`src/rtl/gb_pkg.sv`:
```
// Shared Game Boy constants and types for the OAM DMA engine.
package gb_pkg;

    localparam logic [15:0] OAM_BASE    = 16'hfe00;
    localparam int          OAM_LENGTH  = 160;
    localparam logic [15:0] DMA_REG     = 16'hff46;
    localparam logic [7:0]  ECHO_LO     = 8'he0;
    localparam logic [7:0]  ECHO_OFFSET = 8'h20;

    typedef enum logic [1:0] {IDLE, START, READ, WRITE} dma_state_t;

    // Pages E0-FF mirror work RAM at C0-DF.
    function automatic logic [7:0] dma_src_hi(input logic [7:0] page);
        return (page >= ECHO_LO) ? page - ECHO_OFFSET : page;
    endfunction

endpackage

```
`src/rtl/oam_dma.sv`:
```
// OAM DMA engine: a store to the trigger register copies LENGTH bytes from
// page P into sprite attribute memory using a READ/WRITE bus sequencer.
module oam_dma
    import gb_pkg::*;
#(
    parameter logic [15:0] REG_ADDR    = DMA_REG,
    parameter logic [15:0] DST_BASE    = OAM_BASE,
    parameter int          LENGTH      = OAM_LENGTH,
    parameter int          START_DELAY = 1
) (
    input  logic        clockgb,
    input  logic        reset,
    input  logic [15:0] address,
    input  logic [7:0]  indata,
    output logic [7:0]  outdata,
    input  logic        load,
    input  logic        store,
    output logic        dma_active,
    output logic [15:0] dma_address,
    output logic [7:0]  dma_outdata,
    input  logic [7:0]  dma_indata,
    output logic        dma_load,
    output logic        dma_store
);

    localparam logic [7:0] LAST_IDX = 8'(LENGTH - 1);

    dma_state_t  state_q, state_d;
    logic [7:0]  page_q, page_d;
    logic [7:0]  index_q, index_d;
    logic [7:0]  count_q, count_d;
    logic [7:0]  outdata_q, outdata_d;
    logic        dma_active_q, dma_active_d;
    logic [15:0] dma_address_q, dma_address_d;
    logic        dma_load_q, dma_load_d;
    logic        dma_store_q, dma_store_d;

    logic reg_store;
    logic reg_load;

    assign reg_store = store && (address == REG_ADDR);
    assign reg_load  = load && (address == REG_ADDR);

    always_comb begin
        state_d = state_q;
        page_d  = page_q;
        index_d = index_q;
        count_d = count_q;

        unique case (state_q)
            START: begin
                if (int'(count_q) + 1 >= START_DELAY) begin
                    state_d = READ;
                    index_d = 8'h00;
                end else begin
                    count_d = count_q + 8'd1;
                end
            end
            READ:  state_d = WRITE;
            WRITE: begin
                if (index_q == LAST_IDX) begin
                    state_d = IDLE;
                end else begin
                    index_d = index_q + 8'd1;
                    state_d = READ;
                end
            end
            default: ;
        endcase

        // A trigger wins over everything; the bus cycle already on the outputs still completes.
        if (reg_store) begin
            page_d  = indata;
            index_d = 8'h00;
            count_d = 8'h00;
            state_d = (START_DELAY == 0) ? READ : START;
        end
    end

    always_comb begin
        dma_active_d  = (state_d != IDLE);
        dma_load_d    = (state_d == READ);
        dma_store_d   = (state_d == WRITE);
        dma_address_d = 16'h0000;
        if (state_d == READ)
            dma_address_d = {dma_src_hi(page_d), index_d};
        else if (state_d == WRITE)
            dma_address_d = DST_BASE + {8'h00, index_d};
        outdata_d = reg_load ? page_q : 8'h00;
    end

    always_ff @(posedge clockgb or posedge reset) begin
        if (reset) begin
            state_q       <= IDLE;
            page_q        <= 8'h00;
            index_q       <= 8'h00;
            count_q       <= 8'h00;
            outdata_q     <= 8'h00;
            dma_active_q  <= 1'b0;
            dma_address_q <= 16'h0000;
            dma_load_q    <= 1'b0;
            dma_store_q   <= 1'b0;
        end else begin
            state_q       <= state_d;
            page_q        <= page_d;
            index_q       <= index_d;
            count_q       <= count_d;
            outdata_q     <= outdata_d;
            dma_active_q  <= dma_active_d;
            dma_address_q <= dma_address_d;
            dma_load_q    <= dma_load_d;
            dma_store_q   <= dma_store_d;
        end
    end

    assign outdata     = outdata_q;
    assign dma_active  = dma_active_q;
    assign dma_address = dma_address_q;
    assign dma_load    = dma_load_q;
    assign dma_store   = dma_store_q;

    // Read data only arrives in the WRITE cycle itself, so it is forwarded rather than registered.
    assign dma_outdata = dma_store_q ? dma_indata : 8'h00;

endmodule

```
`config.mk`:
```
export PLATFORM = sky130hd
export DESIGN_NAME = oam_dma
export DESIGN_NICKNAME = d
export VERILOG_FILES = /design/src/rtl/gb_pkg.sv /design/src/rtl/oam_dma.sv
export SDC_FILE = /design/constraint.sdc
export NUM_CORES = 1
export LEC_CHECK = 0
export CAP_MARGIN = 20
export CORE_MARGIN = 3
export CORE_UTILIZATION = 38
export CTS_CLUSTER_DIAMETER = 120
export CTS_CLUSTER_SIZE = 10
export DETAILED_ROUTE_END_ITERATION = 6
export PLACE_DENSITY = 0.75
export REMOVE_ABC_BUFFERS = 1
export SYNTH_ARGS = -nofsm -noshare
export SYNTH_HDL_FRONTEND = slang
export SYNTH_SLANG_ARGS = --single-unit
```
`constraint.sdc`:
```
create_clock -name clockgb -period 2.9 [get_ports clockgb]
set_clock_uncertainty 0.15 [all_clocks]
set_input_delay 0.435 -clock clockgb [delete_from_list [all_inputs] [get_ports clockgb]]
set_output_delay 0.435 -clock clockgb [all_outputs]
set_load 0.05 [all_outputs]
```
Yosys cells after proc, flatten, opt, wreduce, memory -nomap -nowiden
Index checks and enable logic that the tools add are counted.
Widths: inputs -> output; s select.
{"block": "word_totals", "regBits": 53, "inputBits": 36, "out_inout_bits": 35, "wordCells": 46}
{"block": "op_classes", "addsub": 5, "magnitude_cmp": 2, "eq_ne": 8, "n_mux": 17, "reduce_logical": 5}
{"op": "$mux 8", "n": 10}
{"op": "$mux 16", "n": 2}
{"op": "$add 8x1->8 const B", "n": 2}
{"op": "$eq 16x16->1 const B", "n": 1}
{"op": "$pmux 8 s2", "n": 1}
{"op": "$add 10x9->11 const A", "n": 1}
{"op": "$add 8x1->9 const B", "n": 1}
{"op": "$ge 9x1->1 const B", "n": 1}
{"op": "$eq 2x2->1 const B", "n": 4}
{"op": "$eq 8x8->1 const B", "n": 1}
{"op": "$ge 8x8->1 const B", "n": 1}
{"op": "$sub 8x6->8 const B", "n": 1}
{"op": "$mux 2", "n": 3}
{"op": "$pmux 2 s3", "n": 1}
{"op": "$reduce_bool 2->1", "n": 2}
{"op": "$eq 2x1->1 const B", "n": 1}
{"op": "$logic_and 1x1->1", "n": 2}
{"op": "$ne 2x2->1 const B", "n": 1}
{"op": "$reduce_and 2->1", "n": 1}

Depth between registers and ports, before layout
Gate-level depths: netlist of the first run.
{"block": "logic_depth", "depth_word": 8, "mapped_depth": 10, "ltp_nobuf": 9}

Least setup slack after synthesis of the first run
Ideal clock, no wire load.
{"block": "synth_path", "path_type": "input to register", "startpoint": "input address[5]", "endpoint": "register dma_address_q[14] (netlist: dma_address[14])", "setup_time_ps": 71, "t_arrival_ps": 2352, "required_ps": 2679, "slack_ps": 327, "cell_stages": 10, "n_path_buf": 1, "path_cell_list": "nand4bb_1 -> nor4_4 -> nand2_1 -> buf_2 -> mux2i_1 -> ha_1 -> nand3_1 -> nand3_1 -> o221a_2 -> nor2_1"}
{"block": "synth_via", "elab_chain_len": 6, "elab_cells_between_ends": 13, "classes_between": "add/sub: 2; order compare: 1; eq/ne: 3; mux: 6; reduce/logical: 1"}
{"element": "from (decl)", "line_no": "oam_dma.sv:13", "rtl": "input logic [15:0] address,"}
{"element": "$eq 16x16->1 *", "line_no": "oam_dma.sv:41", "rtl": "assign reg_store = store && (address == REG_ADDR);"}
{"element": "$logic_and 1x1->1 *", "line_no": "oam_dma.sv:41"}
{"element": "$mux 8 / $mux 2 (equally long branches)", "line_no": "oam_dma.sv:72", "rtl": "if (reg_store) begin"}
{"element": "$add 10x9->11, or another cell as far along", "line_no": "oam_dma.sv:88", "rtl": "dma_address_d = DST_BASE + {8'h00, index_d};"}
{"element": "$mux 16 / $mux 8 (equally long branches)", "line_no": "oam_dma.sv:87, gb_pkg.sv:14"}
{"element": "$mux 16 *", "line_no": "oam_dma.sv:85", "rtl": "if (state_d == READ)"}
{"element": "net dma_address_d[14]", "line_no": "oam_dma.sv:34", "rtl": "logic [15:0] dma_address_q, dma_address_d;"}
{"element": "to (signal assigned)", "line_no": "oam_dma.sv:110", "rtl": "dma_address_q <= dma_address_d;"}
{"element": "to (decl)", "line_no": "oam_dma.sv:34"}
Mark *: on every way through the listed nets, which the timed path passes. The rest lies on a longest branch.
A chain may end at the register's enable or synchronous reset.

Final worst setup path of the first run
{"block": "layout_path", "startpoint": "register count_q[1]", "endpoint": "register dma_address_q[8] (netlist: dma_address[8])"}
{"block": "layout_via", "elab_chain_len": 8, "elab_cells_between_ends": 13, "classes_between": "add/sub: 2; order compare: 1; eq/ne: 2; mux: 8"}
{"element": "from (decl)", "line_no": "oam_dma.sv:31", "rtl": "logic [7:0] count_q, count_d;"}
{"element": "from (signal assigned)", "line_no": "oam_dma.sv:107", "rtl": "count_q <= count_d;"}
{"element": "$add 8x1->9 *", "line_no": "oam_dma.sv:52", "rtl": "if (int'(count_q) + 1 >= START_DELAY) begin"}
{"element": "$ge 9x1->1 *", "line_no": "oam_dma.sv:52"}
{"element": "$mux 2 *", "line_no": "oam_dma.sv:52"}
{"element": "$pmux 2 s3 *", "line_no": "oam_dma.sv:50", "rtl": "unique case (state_q)"}
{"element": "$mux 2 *", "line_no": "oam_dma.sv:72"}
{"element": "net state_d[1]", "line_no": "oam_dma.sv:28", "rtl": "dma_state_t state_q, state_d;"}
{"element": "$eq 2x2->1", "line_no": "oam_dma.sv:87", "rtl": "else if (state_d == WRITE)"}
{"element": "$mux 16", "line_no": "oam_dma.sv:87"}
{"element": "$mux 16 *", "line_no": "oam_dma.sv:85"}
{"element": "net dma_address_d[8]", "line_no": "oam_dma.sv:34"}
Marked as above.

==> results of run 1 <==
==> state kept, by name, indices dropped and copies added (netlist names) <==
| name | cells |
|---|---|
| dma_store | 1 |
| page_q | 8 |
| dma_active | 1 |
| dma_load | 1 |
| state_q | 2 |
| count_q | 8 |
| dma_address | 16 |
| index_q | 8 |
| outdata | 8 |
==> metal layers <==
metal	part of all wire (%)	vias to the layer above	GRT usage [%]
met3	3.6	4	3.07
met1	45	876	21.5
met2	51	31	24.3
li1	-	883	-
met4	1.3	0	5.61
met5	0	-	0
==> cell usage after synthesis (all sizes together) <==
library cell	instances	share of area, %
o211ai	1	0.31
a31oi	3	0.78
or4b	1	0.57
nand4	3	0.78
clkbuf	4	0.62
o221a	2	0.94
and3	16	4.2
ha	4	2.1
nor3	7	1.5
o41ai	1	1.1
nor4	4	2.3
nand3	8	1.7
o21bai	1	0.31
o31ai	1	0.52
a2bb2oi	1	0.36
xor2	5	1.8
or3b	1	0.36
dfrtp	53	55
nor2b	4	1.0
nand4b	1	0.36
a21bo	2	1.1
or4	1	0.47
o21a	5	1.6
o21ai	4	0.83
mux2	8	3.7
inv	6	0.94
nor2	11	1.7
and4	3	1.1
a21oi	3	0.62
and2	14	3.6
buf	2	0.42
nand2b	1	0.26
nand3b	1	0.31
mux2i	5	2.1
a22oi	1	0.88
a21boi	3	0.94
nand4bb	2	0.94
nand2	11	1.7
==> kinds of logic after synthesis <==
kind of cell	synth area share [%]
buffers and inverters	1.98
and+or+nand+nor	22.8
AOI/OAI and AO/OA	10.3
muxes	5.83
xor gates and xnor gates	1.82
adders and majority gates	2.08
DFF	55.2
==> final cells by class <==
| class | count | share of cell area [%] |
|---|---|---|
| clock inverter | 3 | 0.870 |
| sequential | 53 | 40.1 |
| clock buffer | 5 | 2.08 |
| inverter | 6 | 0.681 |
| tap | 75 | 2.84 |
| timing repair buffer | 75 | 22.3 |
| multi-input combinational | 139 | 31.2 |
==> where the power goes <==
group	internal, mW	total [mW]	switching [mW]	leakage, nW
clock	0.181	0.443	0.262	0.0506
combinational	0.173	0.431	0.257	0.761
sequential	0.813	0.870	0.0572	0.682
total	1.17	1.74	0.577	1.49
==> how the worst max path moves through the flow <==
stage | from | end | slack, ns
global placement | address[5] | dma_address[14]$_DFF_PP0_ | 0.13
floorplan | address[5] | dma_address[14]$_DFF_PP0_ | 0.10
detailed placement | address[5] | dma_address[14]$_DFF_PP0_ | 0.06
finish | count_q[1]$_DFFE_PP0P_ | dma_address[8]$_DFF_PP0_ | 0.37
CTS | count_q[1]$_DFFE_PP0P_ | dma_address[8]$_DFF_PP0_ | 0.36
global route | address[5] | dma_address[14]$_DFF_PP0_ | 0.19
==> stage by stage <==
| stage | instances | hold WS, ns | area (um^2) | power, mW |
|---|---|---|---|---|
| final | 356 | 0.277 | 3310 | 1.74 |
| after global routing | 356 | 0.302 | 3310 | 1.83 |
| after CTS | 356 | 0.294 | 3310 | 1.76 |
| after detailed placement | 348 | 0.324 | 3210 | 1.32 |
| after global placement | 348 | 0.325 | 3210 | 1.31 |
| after floorplan | 198 | 0.305 | 2380 | 1.15 |
==> results.yml, run 1 <==
run_status:
  status: "finished, final reports clean"
sta:
  worstMarginPinSlew_ns: 0.537
  max_slew_margin_pct: 64.1
  period_share_pct: 87.3
  setup_ws_ns: 0.368
  report.final.slew_viol_count: 0
  tns_ns: 0
  grt_setup_unrepaired: "false"
  hold_violations: 0
  fin_crit_ns: 2.53
  setup_violations: 0
  fmax_mhz: 395
routing:
  vias: 1794
  wl_um: 5310
  routedWlPerCell_um: 14.9
  antenna_left: 0
  drt_iter0_drc: 139
  drc: 0
  firstDrtPassIters: 4
  viasPerCell: 5.04
critical_path:
  crit_path_cell_trace: "inv_1 > ha_1 > or4b_4 > o41ai_4 > a22oi_4 > and4_1"
  r2r_slack_ns: 0.37
  crit_fanout: 10
  r2r_end: "dma_address[8]$_DFF_PP0_"
  slowest_stage: "or4b_4"
  r2r_start: "count_q[1]$_DFFE_PP0P_"
  cp.arrival_ns: 2.59
  crit_family: "simple AND/OR/NAND/NOR gates"
  rr_worst_depth: 6
  start_kind: "register"
  path_buf_inv: 1
  cp.depth: 6
  path_class: "reg -> reg"
  end_kind: "register"
  worstPathRequired_ns: 2.95
  cpPeakStageDelay_ns: 0.53
power_and_ir_drop:
  max-vdd-ir-drop_mv: 0.305
  cellLeakagePower_nw: 1.49
  powerDensity_nw_per_um2: 527
final_layout:
  multi_input_area_um2: 1030
  most-common-layout-cells: "clkdlybuf4s50_1 (70), dfrtp_1 (53), and3_1 (16), and2_1 (14)"
  fin_nets: 320
  n_fill_cell: 540
  area_growth_syn_to_layout_pct: 37.6
  drive_gt1_share_pct: 10.7
  seqCellArea_um2: 1330
  fin_util_pct: 54.9
  layout_commonest_cell: "clkdlybuf4s50_1"
  diodes: 0
clock_network:
  cts.repair.resized: 0
  cts-root-buf: "clkbuf_8"
  insertion_delay_ns: 0.31
  htree_levels: 2
  clock_sinks: 53
  holdBufCountCts: 0
  cts.clk_slew.worst_paths_ns: 0.11
  cts_setup_buffers: 0
  cts_buffers: 5
  cts_tree: "done"
  cts_buffer_depth: 2
floorplanning:
  die-area_um2: 7320
  die_w_um: 85.6
  dieHeight_um: 85.6
  num_io_pins: 71
  design.core.area_um2: 6030
  rows: 28
  initial_core_util_pct: 39.9
synthesis:
  ys_seq_area_share_pct: 55.2
  ys_ff_latch: 53
  synthCells: 204
  synth_cell_types: 41
  synth_area_per_cell_um2: 11.8
  synthesis.area_um2: 2400
  synth-warning-count: 0
placement:
  place_hpwl_um: 4080
  port_buffers: 70
  globalplace.congestion: 0.843
  dpl_worst_slack_ns: 0.0567
global_routing:
  grt-ovfl-total: 0
  antenna_found_initial: 0
  grt_max_degree: 23
  grt_usage_pct: 15.5
  grt_pass1_vias: 1834
  grt_pass1_wl_um: 8990
worst_hold_path:
  hp-class: "in -> async"
flow_run:
  max-cap-violations: 0
(Power assumes the default switching activity.)
==> inputs of run 2 (changes only) <==
--- a/config.mk
+++ b/config.mk
@@ -5,13 +5,15 @@
 export SDC_FILE = /design/constraint.sdc
 export NUM_CORES = 1
 export LEC_CHECK = 0
+export ABC_AREA = 1
 export CAP_MARGIN = 20
-export CORE_MARGIN = 3
+export CORE_MARGIN = 2
 export CORE_UTILIZATION = 38
 export CTS_CLUSTER_DIAMETER = 120
 export CTS_CLUSTER_SIZE = 10
 export DETAILED_ROUTE_END_ITERATION = 6
-export PLACE_DENSITY = 0.75
+export GPL_TIMING_DRIVEN = 0
+export PLACE_DENSITY = 0.74
 export REMOVE_ABC_BUFFERS = 1
 export SYNTH_ARGS = -nofsm -noshare
 export SYNTH_HDL_FRONTEND = slang
==> run 2 against run 1 <==
Net effect: critical path depth shrank 2; clock power is 0.9% lower; setup slack better by 0.14 ns; global-route usage fell by 0.71 points; highest routed layer unchanged; synthesized cell count grew 48%; critical path type is now in -> out; largest power group is now combinational cells; worst hold slack better by 0.0097 ns; sequential power grew 12%; first-iteration DRC count is 63% lower; final cell count increased by 28%; register-to-register slack better by 0.69 ns; combinational power rose to 2.5 times the previous value.
==> results.yml, run 2 <==
synthesis:
  synth_ff_type: "dfrtp_1"
  synth_area_per_cell_um2: 8.20
  ys_seq_area_share_pct: 53.7
  yosysMostFrequentCell: "nand2_1"
  synthesis.area_um2: 2470
  synth_top_area_share_pct: 53.7
  synth.area.top_cells: "dfrtp_1 (54%), nand2_1 (11%), inv_1 (9.7%), nor2_1 (7.1%), nand3_1 (2.8%)"
  synth_top_cell_by_area: "dfrtp_1"
  synth_cell_types: 28
  synthCells: 301
  synth_edf_count: 0
  synth-warning-count: 0
  async_flop_share_pct: 100
  ys_ff_latch: 53
  ys_top_cells_by_count: "nand2_1 (70), inv_1 (64), dfrtp_1 (53)"
clock_network:
  cts_buffers: 5
  htree_levels: 2
  cts_tree: "done"
  cts_setup_buffers: 0
  cts.clk_slew.worst_paths_ns: 0.10
  holdBufCountCts: 0
  cts.repair.resized: 0
  cts-root-buf: "clkbuf_8"
  insertion_delay_ns: 0.31
  cts_buffer_depth: 2
  clock_sinks: 53
sta:
  fmax_mhz: 419
  period_share_pct: 82.3
  report.final.slew_viol_count: 0
  hold_violations: 0
  grt_setup_unrepaired: "false"
  setup_violations: 0
  tns_ns: 0
  max_slew_margin_pct: 65.1
  fin_crit_ns: 2.39
  setup_ws_ns: 0.513
  fin_hold_ws_ns: 0.286
  worstMarginPinSlew_ns: 0.521
critical_path:
  path_buf_inv: 3
  end_kind: "primary output"
  cp.depth: 4
  path_class: "in -> out"
  rr_worst_depth: 10
  slowest_stage: "clkdlybuf4s50_1"
  crit_family: "buffers and inverters"
  start_kind: "input pin"
  crit_path_cell_trace: "clkdlybuf4s50_1 > nand2_1 > inv_1 > clkdlybuf4s50_1"
  crit_top_cell: "clkdlybuf4s50_1"
  cp.arrival_ns: 1.80
  worstPathRequired_ns: 2.32
  cpPeakStageDelay_ns: 0.80
  crit_fanout: 1
routing:
  drc: 0
  dr_wl_met3_um: 239
  wl_um: 4920
  vias: 2063
  routedWlPerCell_um: 10.8
  met2WireLength_um: 2400
  drt_iter0_drc: 52
  firstDrtPassIters: 5
  top_layer: "met4"
  met1_length_um: 2220
  viasPerCell: 4.53
  antenna_left: 0
worst_hold_path:
  hp-class: "in -> async"
floorplanning:
  design.core.area_um2: 6310
  die-area_um2: 7160
  dieHeight_um: 84.6
  rows: 29
  die_w_um: 84.6
  num_io_pins: 71
  initial_core_util_pct: 39.1
final_layout:
  fin_util_pct: 53.4
  largest_register_ffs: 16
  fin_nets: 417
  postLayoutCellArea_um2: 3370
  drive_gt1_share_pct: 8.73
  instances_no_fill: 455
  most-common-layout-cells: "nand2_1 (70), clkdlybuf4s50_1 (70), inv_1 (63), dfrtp_1 (53), nor2_1 (47)"
  area_growth_syn_to_layout_pct: 36.7
  diodes: 0
power_and_ir_drop:
  p_total_mw: 2.49
  cellLeakagePower_nw: 1.72
  powerDensity_nw_per_um2: 737
  max-vdd-ir-drop_mv: 0.565
global_routing:
  grt-ovfl-total: 0
  grt_pass1_vias: 1961
  grt_max_degree: 35
  grt_usage_pct: 14.8
  antenna_found_initial: 0
  grt_pass1_wl_um: 8560
flow_run:
  max-cap-violations: 0
run_status:
  status: "finished, final reports clean"
placement:
  dpl_worst_slack_ns: 0.502
  placed_cell_area_um2: 3280
  placed_cells: 447
  globalplace.congestion: 0.854
  place_hpwl_um: 3890
  port_buffers: 70
[run 2: cell count changes after synthesis, sizes merged, moves of 9 or more]
cell and change:
nor2 +39, o21ai +9, nand2 +66, and2 -14
inv +62, and3 -16, nand3 +9
[run 2: final timing paths]
path,start,end,slack (ns)
setup / recovery,dma_indata[1],dma_outdata[1],0.51
hold / removal,reset,dma_address[0]$_DFF_PP0_,0.29
setup reg to reg,count_q[1]$_DFFE_PP0P_,dma_address[2]$_DFF_PP0_,1.06
hold reg to reg,count_q[4]$_DFFE_PP0P_,count_q[4]$_DFFE_PP0P_,0.33
max in group asynchronous,reset,count_q[1]$_DFFE_PP0P_,1.80
min in group clockgb,count_q[4]$_DFFE_PP0P_,count_q[4]$_DFFE_PP0P_,0.33
[run 2: report_power, final]
| group | internal, mW | switching [mW] | total (mW) |
|---|---|---|---|
| Combinational | 0.367 | 0.711 | 1.08 |
| Clock | 0.181 | 0.258 | 0.439 |
| Sequential | 0.886 | 0.0873 | 0.973 |
| Total | 1.43 | 1.06 | 2.49 |
[run 2: worst register-to-register path: stages, from the launching register on]
cell	delay, ns
dfrtp_1	0.38
inv_1	0.06
ha_1	0.27
nor2_1	0.09
nand2_1	0.07
nor2_2	0.14
nand2_1	0.06
nand2_1	0.10
nand2_2	0.09
inv_1	0.23
nor3_1	0.09
[run 2: cell families (layout without fill, tap and decap cells)]
kind of cell / after synthesis / count (layout) / synth area share (%)
simple gates: 156 / 156 / 28.7
flops: 53 / 53 / 53.7
fa+ha+maj: 4 / 4 / 2.03
compound gates: 17 / 17 / 4.36
xor+xnor: 1 / 1 / 0.355
buf+inv: 70 / 147 / 10.8
[run 2: area by class of cell]
class,count,area (um^2)
Fill cell,599,2940
Clock buffer,5,68.8
Multi-Input combinational cell,178,876
Clock inverter,3,28.8
Tap cell,77,96.3
Sequential cell,53,1330
Inverter,68,258
Timing Repair Buffer,71,721
[run 2: routing by layer]
layer	vias to the layer above	track usage [%]
met2	55	24.7
met5	-	0
met3	8	2.95
li1	1051	-
met1	949	19.6
met4	0	4.33
